$ cat config.mk
export PLATFORM = sky130hd
export DESIGN_NAME = alu_arbiter
export DESIGN_NICKNAME = d
export VERILOG_FILES = /design/src/rtl/alu_arbiter.sv
export SDC_FILE = /design/constraint.sdc
export NUM_CORES = 1
export LEC_CHECK = 0
export ABC_AREA = 1
export CORE_MARGIN = 4
export CORE_UTILIZATION = 41
export CTS_CLUSTER_SIZE = 16
export DETAILED_ROUTE_END_ITERATION = 12
export GPL_TIMING_DRIVEN = 1
export PLACE_DENSITY = 0.83
export SLEW_MARGIN = 20
export SYNTH_ARGS = -nofsm -noshare
export SYNTH_HDL_FRONTEND = slang
export SYNTH_SLANG_ARGS = --single-unit
$ cat constraint.sdc
create_clock -name clk -period 3.3 [get_ports clk]
set_input_delay 0.99 -clock clk [delete_from_list [all_inputs] [get_ports clk]]
set_output_delay 0.99 -clock clk [all_outputs]
set_load 0.01 [all_outputs]
$ cat src/rtl/alu_arbiter.sv
//------------------------------------------------------------------------------
// alu_arbiter
//   Shares one multi-cycle ALU between NUM_REQ valid/ready requesters.
//   Grants one request at a time, holds the operands on the ALU for ALU_LAT
//   cycles, then returns result and flag to the winner as a one-cycle pulse.
//   Optional: define ALU_ARB_FIXED_PRIO_EN for lowest-index-wins priority
//   instead of the default round-robin.
//   Revision: 1.0
//------------------------------------------------------------------------------
`default_nettype none

module alu_arbiter #(
  parameter int NUM_REQ = 4,
  parameter int WIDTH   = 4,
  parameter int ALU_LAT = 1
) (
  input  logic                   clk,
  input  logic                   rst,
  input  logic [NUM_REQ-1:0]     req_valid,
  output logic [NUM_REQ-1:0]     req_ready,
  input  logic [NUM_REQ*WIDTH-1:0] req_a,
  input  logic [NUM_REQ*WIDTH-1:0] req_b,
  input  logic [NUM_REQ*2-1:0]   req_op,
  output logic [NUM_REQ-1:0]     rsp_valid,
  output logic [WIDTH-1:0]       rsp_data,
  output logic                   rsp_flag,
  output logic                   busy,
  output logic [WIDTH-1:0]       alu_a,
  output logic [WIDTH-1:0]       alu_b,
  output logic [1:0]             alu_op,
  input  logic [WIDTH-1:0]       alu_out,
  input  logic                   alu_flag
);

  localparam int PTR_W = (NUM_REQ > 1) ? $clog2(NUM_REQ) : 1;
  localparam int CNT_W = $clog2(ALU_LAT + 1);
  localparam logic [PTR_W:0]   NREQ_EXT = (PTR_W+1)'(NUM_REQ);
  localparam logic [PTR_W-1:0] LAST_IDX = PTR_W'(NUM_REQ - 1);
  localparam logic [CNT_W-1:0] LAST_CNT = CNT_W'(ALU_LAT - 1);

  typedef enum logic [1:0] {
    S_IDLE = 2'd0,
    S_EXEC = 2'd1,
    S_DONE = 2'd2
  } state_t;

  state_t             state_q, state_d;
  logic [CNT_W-1:0]   wait_q, wait_d;
  logic [WIDTH-1:0]   opa_q, opb_q;
  logic [1:0]         op_q;
  logic [PTR_W-1:0]   gnt_q;
  logic [NUM_REQ-1:0] rsp_valid_q;
  logic [WIDTH-1:0]   rsp_data_q;
  logic               rsp_flag_q;

  logic               grant_found;
  logic [PTR_W-1:0]   grant_idx;
  logic [PTR_W:0]     idx_sum;
  logic [WIDTH-1:0]   sel_a, sel_b;
  logic [1:0]         sel_op;
  logic               accept;

`ifndef ALU_ARB_FIXED_PRIO_EN
  logic [PTR_W-1:0]   rr_ptr_q;
`endif

  // Grant search: first valid requester at or above the start point, wrapping.
  // An X on req_valid fails the if-test, so an unknown bit never wins.
  always_comb begin
    grant_found = 1'b0;
    grant_idx   = '0;
    idx_sum     = '0;
    for (int i = 0; i < NUM_REQ; i++) begin
`ifdef ALU_ARB_FIXED_PRIO_EN
      idx_sum = (PTR_W+1)'(i);
`else
      idx_sum = {1'b0, rr_ptr_q} + (PTR_W+1)'(i);
      if (idx_sum >= NREQ_EXT) idx_sum = idx_sum - NREQ_EXT;
`endif
      if (!grant_found && req_valid[idx_sum[PTR_W-1:0]]) begin
        grant_found = 1'b1;
        grant_idx   = idx_sum[PTR_W-1:0];
      end
    end
  end

  // Operand mux for the winning requester.
  always_comb begin
    sel_a  = '0;
    sel_b  = '0;
    sel_op = 2'b00;
    for (int j = 0; j < NUM_REQ; j++) begin
      if (grant_idx == PTR_W'(j)) begin
        sel_a  = req_a[j*WIDTH +: WIDTH];
        sel_b  = req_b[j*WIDTH +: WIDTH];
        sel_op = req_op[j*2 +: 2];
      end
    end
  end

  assign accept = (state_q == S_IDLE) && grant_found;

  // Ready is combinational in IDLE; gated by rst so it stays low during reset.
  always_comb begin
    req_ready = '0;
    if (accept && rst) req_ready[grant_idx] = 1'b1;
  end

  // Next-state logic: IDLE -> EXEC on accept, EXEC for ALU_LAT cycles, DONE for one.
  always_comb begin
    state_d = state_q;
    wait_d  = wait_q;
    case (state_q)
      S_IDLE: begin
        wait_d = '0;
        if (grant_found) state_d = S_EXEC;
      end
      S_EXEC: begin
        if (wait_q == LAST_CNT) begin
          wait_d  = '0;
          state_d = S_DONE;
        end else begin
          wait_d = wait_q + 1'b1;
        end
      end
      S_DONE:  state_d = S_IDLE;
      default: state_d = S_IDLE;
    endcase
  end

  // State and latency counter registers.
  always_ff @(posedge clk or negedge rst) begin
    if (!rst) begin
      state_q <= S_IDLE;
      wait_q  <= '0;
    end else begin
      state_q <= state_d;
      wait_q  <= wait_d;
    end
  end

  // Operand capture on accept and response capture leaving DONE.
  always_ff @(posedge clk or negedge rst) begin
    if (!rst) begin
      opa_q       <= '0;
      opb_q       <= '0;
      op_q        <= 2'b00;
      gnt_q       <= '0;
      rsp_valid_q <= '0;
      rsp_data_q  <= '0;
      rsp_flag_q  <= 1'b0;
    end else begin
      rsp_valid_q <= '0;
      if (accept) begin
        opa_q <= sel_a;
        opb_q <= sel_b;
        op_q  <= sel_op;
        gnt_q <= grant_idx;
      end
      if (state_q == S_DONE) begin
        rsp_valid_q <= {{(NUM_REQ-1){1'b0}}, 1'b1} << gnt_q;
        rsp_data_q  <= alu_out;
        rsp_flag_q  <= alu_flag;
      end
    end
  end

`ifndef ALU_ARB_FIXED_PRIO_EN
  // Round-robin pointer moves just past the most recent winner.
  always_ff @(posedge clk or negedge rst) begin
    if (!rst) begin
      rr_ptr_q <= '0;
    end else if (accept) begin
      rr_ptr_q <= (grant_idx == LAST_IDX) ? '0 : grant_idx + 1'b1;
    end
  end
`endif

  // ALU operands follow the operand registers, so they simply hold while idle.
  assign alu_a     = opa_q;
  assign alu_b     = opb_q;
  assign alu_op    = (state_q == S_IDLE) ? 2'b00 : op_q;
  assign busy      = (state_q != S_IDLE);
  assign rsp_valid = rsp_valid_q;
  assign rsp_data  = rsp_data_q;
  assign rsp_flag  = rsp_flag_q;

endmodule

`default_nettype wire

# ---- Word level (Yosys, flattened, before mapping)
# Cells that the tools add are included.
dict set report classes {
  addsub 9
  order_cmp 10
  eq_ne 7
  n_shift 1
  n_mux 43
  reduce_logical 14
}
# cell n
set op_table {}
lappend op_table {{4-bit 2-to-1 mux} 10}
lappend op_table {{2-bit 2-to-1 mux} 16}
lappend op_table {{2-bit by 3-bit less-than comparator with 1-bit output (second input constant)} 5}
lappend op_table {{1-bit 2-to-1 mux} 10}
lappend op_table {{3-bit >= comparator (second input constant)} 3}
lappend op_table {{1-bit binary-select mux with 2-bit select} 4}
lappend op_table {{2-bit by 1-bit subtractor with 2-bit output (second input constant)} 4}
lappend op_table {{2-bit by 2-bit adder with 3-bit output (second input constant)} 2}
lappend op_table {{2-bit equality test (second input constant)} 3}
lappend op_table {{1-bit logical AND} 6}
lappend op_table {{2-bit by 1-bit equality test with 1-bit output (second input constant)} 2}
lappend op_table {{2-bit zero test} 2}
lappend op_table {{2-bit != test (second input constant)} 2}
lappend op_table {{2-bit case mux with 2 select lines} 1}
lappend op_table {{2-bit nonzero test} 2}
lappend op_table {{1-bit by 2-bit << shifter with 4-bit output (first input constant)} 1}
lappend op_table {{2-bit by 1-bit adder with 3-bit output (second input constant)} 1}
lappend op_table {{2-bit by 3-bit >= comparator with 1-bit output (second input constant)} 1}
lappend op_table {{1-bit zero test} 3}
lappend op_table {{2-bit by 1-bit adder with 2-bit output (second input constant)} 1}
lappend op_table {{1-bit demux with 2-bit select} 1}
lappend op_table {{2-bit by 1-bit >= comparator with 1-bit output (second input constant)} 1}
lappend op_table {{1-bit case mux with 2 select lines} 1}
lappend op_table {{2-bit AND reduction} 1}
lappend op_table {{1-bit adder (second input constant)} 1}
dict set report totals {
  ff_bits 26
  input_bits 51
  output_inout_bits 24
  elab_cells 94
}

# ---- Depth between registers and ports, before layout
# Gate-level depths: netlist (run 1).
dict set report depth {
  word_depth 19
  mapped_depth 18
}

# ---- Worst setup path before layout (run 1)
# Ideal clock, no wire load.
dict set report synth_timing {
  path_kind {input to output}
  startpoint {in req_valid[3]}
  endpoint {out req_ready[1]}
  t_arrival_ns 2.339
  setup_slack_ns -0.029
  path_stages 13
  path_buffers 1
  cell_sequence {inv_1 > nand2_2 > nand3_1 > nand2_2 > inv_1 > nand2_1 > nand2_1 > nand3_1 > inv_1 > ha_1 > clkbuf_1 > inv_1 > nor2_1}
}
dict set report synth_via {
  elab_chain_cells 17
}
# element line_no
set synth_rtl {}
lappend synth_rtl {{from (decl)} 19} ;# input logic [NUM_REQ-1:0] req_valid,
lappend synth_rtl {{1-bit binary-select mux with 2-bit select} 80} ;# if (!grant_found && req_valid[idx_sum[PTR_W-1:0]]) begin
lappend synth_rtl {{1-bit 2-to-1 mux (not written as such)} 80}
lappend synth_rtl {{1-bit 2-to-1 mux} 80}
lappend synth_rtl {{1-bit zero test} 80}
lappend synth_rtl {{1-bit logical AND} 80}
lappend synth_rtl {{1-bit 2-to-1 mux} 80}
lappend synth_rtl {{1-bit zero test} 80}
lappend synth_rtl {{1-bit logical AND} 80}
lappend synth_rtl {{[... 2 more ...]} -}
lappend synth_rtl {{1-bit logical AND} 80}
lappend synth_rtl {{2-bit 2-to-1 mux *} 80}
lappend synth_rtl {{net grant_idx[0]} 57} ;# logic [PTR_W-1:0] grant_idx;
lappend synth_rtl {{2-bit by 3-bit less-than comparator with 1-bit output (not written as such) / 2-bit by 1-bit >= comparator with 1-bit output (equally long branches)} 106} ;# if (accept && rst) req_ready[grant_idx] = 1'b1;
lappend synth_rtl {{1-bit logical AND (not written as such)} 106}
lappend synth_rtl {{1-bit 2-to-1 mux (not written as such)} 106}
lappend synth_rtl {{1-bit demux with 2-bit select *} 106}
lappend synth_rtl {{4-bit 2-to-1 mux *} 106}
lappend synth_rtl {{to (decl)} 20} ;# output logic [NUM_REQ-1:0] req_ready,
# The timed path passes the listed nets; every way through them passes the cells marked *. The select of a mux whose other input is x is not followed.

# ---- Worst setup path after layout (run 1)
dict set report layout_timing {
  startpoint {in req_valid[0]}
  endpoint {out req_ready[3]}
}
# Same word-level chain as after synthesis.

==> metrics.md, run 1 <==
| Metric | Value |
|---|---|
| Outcome | finished with violations |
| Failing checks | negative setup slack |
| Sequential area share after synthesis | 0.395 |
| Clock transition at path regs | 0.08 ns |
| Crit path cell chain | buf_6 > inv_4 > nand2_1 > nand2_2 > nand2_1 > nand2_2 > nand2_4 > nand3_2 > nand3_4 > inv_2 > ha_4 > inv_2 > nor2_2 > buf_2 |
| GR Overflow Total | 0 |
| Synth Net Count | between 200 and 300 |
| Crit-path leading delay family | simple AND/OR/NAND/NOR gates |
| Sequential share of power | 0.148 |
| Worst Setup End Kind | output port |
| Ys async rst share | 1.00 |
| Sw Share | 0.505 |
| Share of the synthesized area in the top cell type | 0.395 |
| Final min period | 3.38 ns |
| Worst slew margin | 0.781 |
| YS warnings | 0 |
| Fillers | 247 |
| Max Freq | 296 MHz |
| Critical Path Stages | 14 |
| Cell-internal power | 1.88 mW |
| RSZ-0062 raised after global routing | yes |
| Hpwl dp | between 3 and 4 mm |
| Part of the cycle the worst path needs | 1.02 |
| Total GRT Usage | 0.205 |
| Crit path launch type | input port |
| 1st-iter DRT viols | 198 |
| Hold Crit Class | flip-flop to flip-flop |
| Final setup viols | 4 |
| Max incr delay on CP | between 0.15 and 0.2 ns |
| Final Hold Viols | 0 |
| DR WL/cell | around 17 um |
| Post-synth EDFFs | 0 |
| Area delta synth->final | 82.6% |
| Inserted Diodes | 0 |
| Largest net degree at the start of global routing | 26 |
| Flop-to-flop setup slack | about 0.080 ns |
| DRC Markers | 0 |
| CP max FO | 3 |
| Clock skew | 0.00631 ns |
| Clock power share | 0.048 |
| Inst Count DP | 359 |
| Routability cong. | 0.887 |
| Min-Delay Path Depth | 1 |
| Worst Reg2Reg Path Length in Cells | 24 |
| Post-Layout Cell Count | 381 |
| Final hold slack | about 0.47 ns |
| Most used flip-flop cell after synthesis | dfrtp_1 |
| Layout Nets | 389 |
| CP Buf/Inv Count | 5 |
| CTS Buffer Depth | 2 |
| Antenna Violating Nets Remaining | 0 |
| Vias in the first global route | ~1900 |
| Layout cells sized above 1 | 0.330 |
| Die ar. | 4930 um2 |
| Num CTS Buffers | 3 |
| Sw power | 1.92 mW |
| Max-cap violations | 0 |
| Worst EP arrival | around 2.4 ns |
| Drt total wl | 6.40 mm |
| Num rows | 22 |
| Syn Area/Cell | 6.95 um2 |
| Root Driver | clkbuf_8 |
| Initial antenna violation count | 0 |
| P per Cell Area | 1310 nW/um2 |
| CP max stage cell | ha_4 |
| Total power | 3.80 mW |
| Synth top area cells | dfrtp_1 (39%), nand2_1 (22%), o21ai_0 (7.3%) |
| Global-route wire length before repair | 8.25 mm |
| Cell count after synthesis | around 230 |
| WS Path Type | input port to output port |
| IO Pins | 75 |
| Final non-filler cell area | 2890 um2 |
| CTS tree | done |
| Worst setup margin | -0.0811 ns |
| Final core area utilization | 0.785 |
| Worst-skew pair later-pin latency | 0.27 ns |
| Clk sink count | 25 |
| #FFs+latches synth | 25 |
| Post-synthesis cell type count | 21 |
| Final slew viol count | 0 |
| H-tree level count | 1 |
| IR drop worst, VDD | 0.00114 V |
| Initial Utilization | 0.430 |
| CP Data Required Time | 2.31 ns |
| Die width | 70.2 um |
| Vias after detailed routing | 2016 |
| DR vias/cell | 5.29 |
| Die Span Y | 70.2 um |
| Core box area | 3690 um2 |
| Post-synth design cell area | 1590 um2 |
| Logic pwr share | 0.804 |
| Area post-placement | 2470 um2 |
| Cell taking the most area after synthesis | dfrtp_1 |
| Worst Max-Slew Pin Slew | between 0.3 and 0.4 ns |
| IO buf count | 74 |
| Leakage | approximately 1.4 nW |
| Drt pass-1 iters | 7 |
-- final cells by class --
| type | instances | area (um2) | share of cell area |
|---|---|---|---|
| Multi-Input combinational cell | 173 | 1060 | 0.368 |
| Timing Repair Buffer | 109 | 996 | 0.344 |
| Sequential cell | 25 | 627 | 0.217 |
| Inverter | 22 | 100 | 0.0346 |
| Tap cell | 48 | 60.1 | 0.0208 |
| Clock buffer | 3 | 41.3 | 0.0143 |
| Clock inverter | 1 | 5.00 | 0.00173 |
-- timing repair --
| item | in CTS | in global routing |
|---|---|---|
| pin swaps | 16 | 20 |
| setup endpoints to repair | 4 | 6 |
| buffers inserted | 16 | 3 |
| gates resized for setup | 56 | 50 |
| hold buffers | 0 | 0 |
-- metrics by stage --
step                      setup TNS (ns)  setup WS, ns
final                             -0.209       -0.0811
after global placement             -3.30        -0.732
after floorplan                        0        0.0700
after global routing               -1.11        -0.163
after detailed placement           -4.27        -0.776
after CTS                        -0.0239       -0.0122
-- routing by layer --
| metal | wire (um) | up-vias | track usage |
|---|---|---|---|
| li1 | - | 927 | - |
| met1 | 2290 | 903 | 0.247 |
| met2 | 3110 | 147 | 0.352 |
| met3 | 596 | 39 | 0.0388 |
| met4 | 394 | 0 | 0.0915 |
| met5 | 0 | - | 0 |
-- power by group through the flow --
stage	clock network (mW)	logic, mW	registers (mW)
finish	0.183	3.05	0.561
global route	0.198	3.28	0.570
CTS	0.181	2.42	0.541
detailed placement	0	2.08	0.545
global placement	0	2.03	0.537
floorplan	0	1.29	0.562
-- flip-flops by register name (all words and copies together) (netlist names) --
register   count
rsp_valid      4
alu_a          4
rsp_flag       1
gnt_q          2
alu_b          4
op_q           2
rsp_data       4
state_q        2
rr_ptr_q       2
-- cell usage after synthesis (4+ instances only) --
library cell	instances
dfrtp_1	25
a21oi_1	10
inv_1	19
ha_1	4
mux2_2	5
nand2_1	93
nor3_1	4
nand2_2	7
nor2_1	12
clkbuf_1	5
nand3_1	9
o21ai_0	23
-- logic make-up after synthesis --
| group | Yosys count | share of synthesized area |
|---|---|---|
| simple gates | 130 | 0.348 |
| compound gates | 34 | 0.108 |
| buf+inv | 30 | 0.0821 |
| flops | 25 | 0.395 |
| mux | 5 | 0.0355 |
| fa+ha+maj | 4 | 0.0316 |
-- layout by cell type, fill, tap and decap left out --
cell	synthesis	final
a21oi_1	10	10
a31oi_4	0	1
buf_2	0	4
buf_4	2	34
buf_6	1	4
buf_8	0	1
clkbuf_8	0	3
clkdlybuf4s50_1	0	66
clkinv_2	0	1
dfrtp_1	25	24
dfrtp_2	0	1
ha_4	0	4
inv_1	19	9
inv_2	2	7
inv_4	1	5
inv_6	0	1
mux2_2	5	5
nand2_1	93	76
nand2_2	7	16
nand2_4	1	9
nand3_2	2	6
nand3_4	0	5
nand4_1	1	1
nor2_1	12	10
nor2_2	0	2
nor2_4	1	1
nor3_1	4	4
o21ai_0	23	23
-- path summary, 6_finish.rpt --
path | start | endpoint
max reg2reg | rr_ptr_q[0] | rr_ptr_q[0]
min reg2reg | state_q[1] | state_q[1]
max | req_valid[0] | req_ready[3]
min in group asynchronous | rst | rr_ptr_q[0]
max in group asynchronous | rst | rr_ptr_q[0]
min | state_q[1] | state_q[1]
Note: power is estimated with default switching activity, not from simulation.
==> inputs of run 2 (changes only) <==
--- a/config.mk
+++ b/config.mk
@@ -6,12 +6,13 @@
 export NUM_CORES = 1
 export LEC_CHECK = 0
 export ABC_AREA = 1
+export CORE_ASPECT_RATIO = 0.9
 export CORE_MARGIN = 4
 export CORE_UTILIZATION = 41
 export CTS_CLUSTER_SIZE = 16
 export DETAILED_ROUTE_END_ITERATION = 12
 export GPL_TIMING_DRIVEN = 1
-export PLACE_DENSITY = 0.83
+export PLACE_DENSITY_LB_ADDON = 0.2
 export SLEW_MARGIN = 20
 export SYNTH_ARGS = -nofsm -noshare
 export SYNTH_HDL_FRONTEND = slang
==> run 2 against run 1 <==
  * The flow still finishes with violations (negative setup slack)
  * Global-route usage rose by 1.3 points
  * Routed wire length fell by 12%
  * Sequential cell count did not move
  * Setup slack got worse by 0.0062 ns
  * Clock skew rose by 0.0034 ns
  * Sequential power barely moved
  * Critical path depth fell by 1
  * Power fell by 5.4%
  * Maximum frequency fell by 0.18%
  * Cell count fell by 1.0%
==> metrics.md, run 2 (synthesis gave the netlist of run 1 again) <==
| Metric | Value |
|---|---|
| H-tree level count | 1 (unchanged) |
| Layout Nets | 387 (-0.51%) |
| 1st-iter DRT viols | 110 (-44%) |
| Hold Crit Class | flip-flop to flip-flop |
| Inserted Diodes | 0 (unchanged) |
| Vias after detailed routing | 1866 (-7.4%) |
| Post-Layout Cell Count | 377 (-1.0%) |
| DR WL/cell | 14.9 um (-11%) |
| Vias in the first global route | 1865 (-0.69%) |
| IO buf count | 74 (unchanged) |
| Drt total wl | 5.62 mm (-12%) |
| P per Cell Area | 1240 nW/um2 (-5.3%) |
| Worst slew margin | 0.667 (-0.113) |
| CTS tree | done |
| Part of the cycle the worst path needs | 1.03 (+0.00189) |
| DR vias/cell | 4.95 (-6.5%) |
| Hpwl dp | 3.38 mm (about the same) |
| Inst Count DP | 354 (-1.4%) |
| Crit path launch type | input port |
| Failing checks | negative setup slack |
| Final slew viol count | 0 (unchanged) |
| CP Data Required Time | 2.31 ns (about the same) |
| Final setup viols | 1 (-3) |
| Num rows | 21 (-4.5%) |
| Initial antenna violation count | 0 (unchanged) |
| Antenna Violating Nets Remaining | 0 (unchanged) |
| Clock skew | 0.00971 ns (+0.00340 ns) |
| Die width | 73.5 um (+4.8%) |
| Initial Utilization | 0.425 (-0.00490) |
| Clock transition at path regs | 0.09 ns (about the same) |
| Area delta synth->final | 82.4% (about the same) |
| Worst setup margin | -0.0874 ns (-0.00624 ns) |
| CP max FO | 4 (+1) |
| Worst Setup End Kind | output port |
| Final Hold Viols | 0 (unchanged) |
| Routability cong. | 0.802 (-9.6%) |
| CTS Buffer Depth | 2 (unchanged) |
| DRC Markers | 0 (unchanged) |
| Worst EP arrival | 2.40 ns (about the same) |
| Max-cap violations | 0 (unchanged) |
| Root Driver | clkbuf_8 |
| RSZ-0062 raised after global routing | yes |
| Most frequent cells in the layout | nand2_1 (78), clkdlybuf4s50_1 (66), buf_4 (29) |
| Max Freq | 295 MHz (-0.18%) |
| Total GRT Usage | 0.218 (+0.0130) |
| Outcome | finished with violations |
| Layout cells sized above 1 | 0.326 (-0.00405) |
| Leading cell type in the layout, fill and taps excluded | nand2_1 |
| Setup TNS | -0.0874 ns (+0.121 ns) |
| Global-route wire length before repair | 8.27 mm (+0.34%) |
| Core box area | 3730 um2 (+1.2%) |
| Drt pass-1 iters | 4 (-3) |
| Area post-placement | 2440 um2 (-1.0%) |
| IR drop worst, VDD | 0.000584 V (-49%) |
| Die ar. | 4930 um2 (about the same) |
| GR Overflow Total | 0 (unchanged) |
| Clk sink count | 25 (unchanged) |
| Worst-skew pair later-pin latency | 0.27 ns (about the same) |
| WS Path Type | input port to output port |
| IO Pins | 75 (unchanged) |
| Fillers | 269 (+8.9%) |
| Worst Max-Slew Pin Slew | 0.497 ns (+0.169 ns) |
| Final non-filler cell area | 2890 um2 (about the same) |
| Die Span Y | 67.0 um (-4.5%) |
| Leakage | 1.36 nW (-0.82%) |
| Num CTS Buffers | 3 (unchanged) |
| Largest net degree at the start of global routing | 26 (unchanged) |
| Final min period | 3.39 ns (+0.00624 ns) |
run 2: changes by cell type in the layout (fill, tap and decap cells not counted), moves of 2 or more:
cell     delta
inv_2       -2
inv_4       +3
nand2_2     -2
buf_6       +3
buf_4       -5
nand2_1     +2
run 2: stage by stage:
step	setup slack (ns)	power [mW]	hold WS, ns	utilization
2_1_floorplan	0.0700	1.85	0.423	-
3_3_place_gp	-0.731	2.56	0.436	0.655
3_5_place_dp	-0.765	2.60	0.453	0.655
4_1_cts	0.00137	3.19	0.465	0.727
5_1_grt	-0.149	3.92	0.484	0.775
6_report	-0.0874	3.59	0.464	0.775
run 2: worst max-delay path, cell delays in order:
cell	delay (ns)
buf_8	0.11
nand2_2	0.08
nand2_2	0.08
nand2_2	0.08
nand2_2	0.06
nor2_4	0.18
nand3_2	0.11
nand3_4	0.15
buf_6	0.12
ha_4	0.13
inv_2	0.04
nor2_1	0.11
buf_2	0.15
run 2: routing by layer:
| metal | GRT usage | routed length (um) | vias to the layer above |
|---|---|---|---|
| met3 | 0.0618 | 411 | 12 |
| met1 | 0.248 | 2080 | 847 |
| met5 | 0 | 0 | - |
| met2 | 0.378 | 3000 | 83 |
| met4 | 0.0882 | 132 | 0 |
| li1 | - | - | 924 |
run 2: path summary, 6_finish.rpt:
kind                            slack [ns]  depth (start not counted)          from            to
worst min register to register        0.46                          1    state_q[1]    state_q[1]
worst max-delay path                 -0.09                         13  req_valid[3]  req_ready[3]
worst min-delay path                  0.46                          1    state_q[1]    state_q[1]
min in group asynchronous             1.15                          2           rst       op_q[1]
max in group asynchronous             1.90                          2           rst   rr_ptr_q[1]
worst max register to register        0.09                         23   rr_ptr_q[0]      gnt_q[0]
run 2: power breakdown:
group,internal [mW],leakage (nW),switching (mW)
Clock,0.0855,0.0217,0.0964
Sequential,0.452,0.312,0.106
Combinational,1.30,1.02,1.55
Total,1.84,1.36,1.75
run 2: layout make-up:
cell class	count	area (um2)	area share
multi-input combinational	173	1060	0.366
timing repair buffer	107	992	0.343
sequential	25	628	0.217
inverter	22	108	0.0372
tap	46	57.6	0.0199
clock buffer	3	41.3	0.0143
clock inverter	1	7.51	0.00260
run 2: repair_timing:
item | in CTS | in global routing
hold buffers | 0 | 0
setup endpoints to repair | 4 | 6
resized for setup | 63 | 50
pin swaps | 18 | 21
buffers inserted | 15 | 5
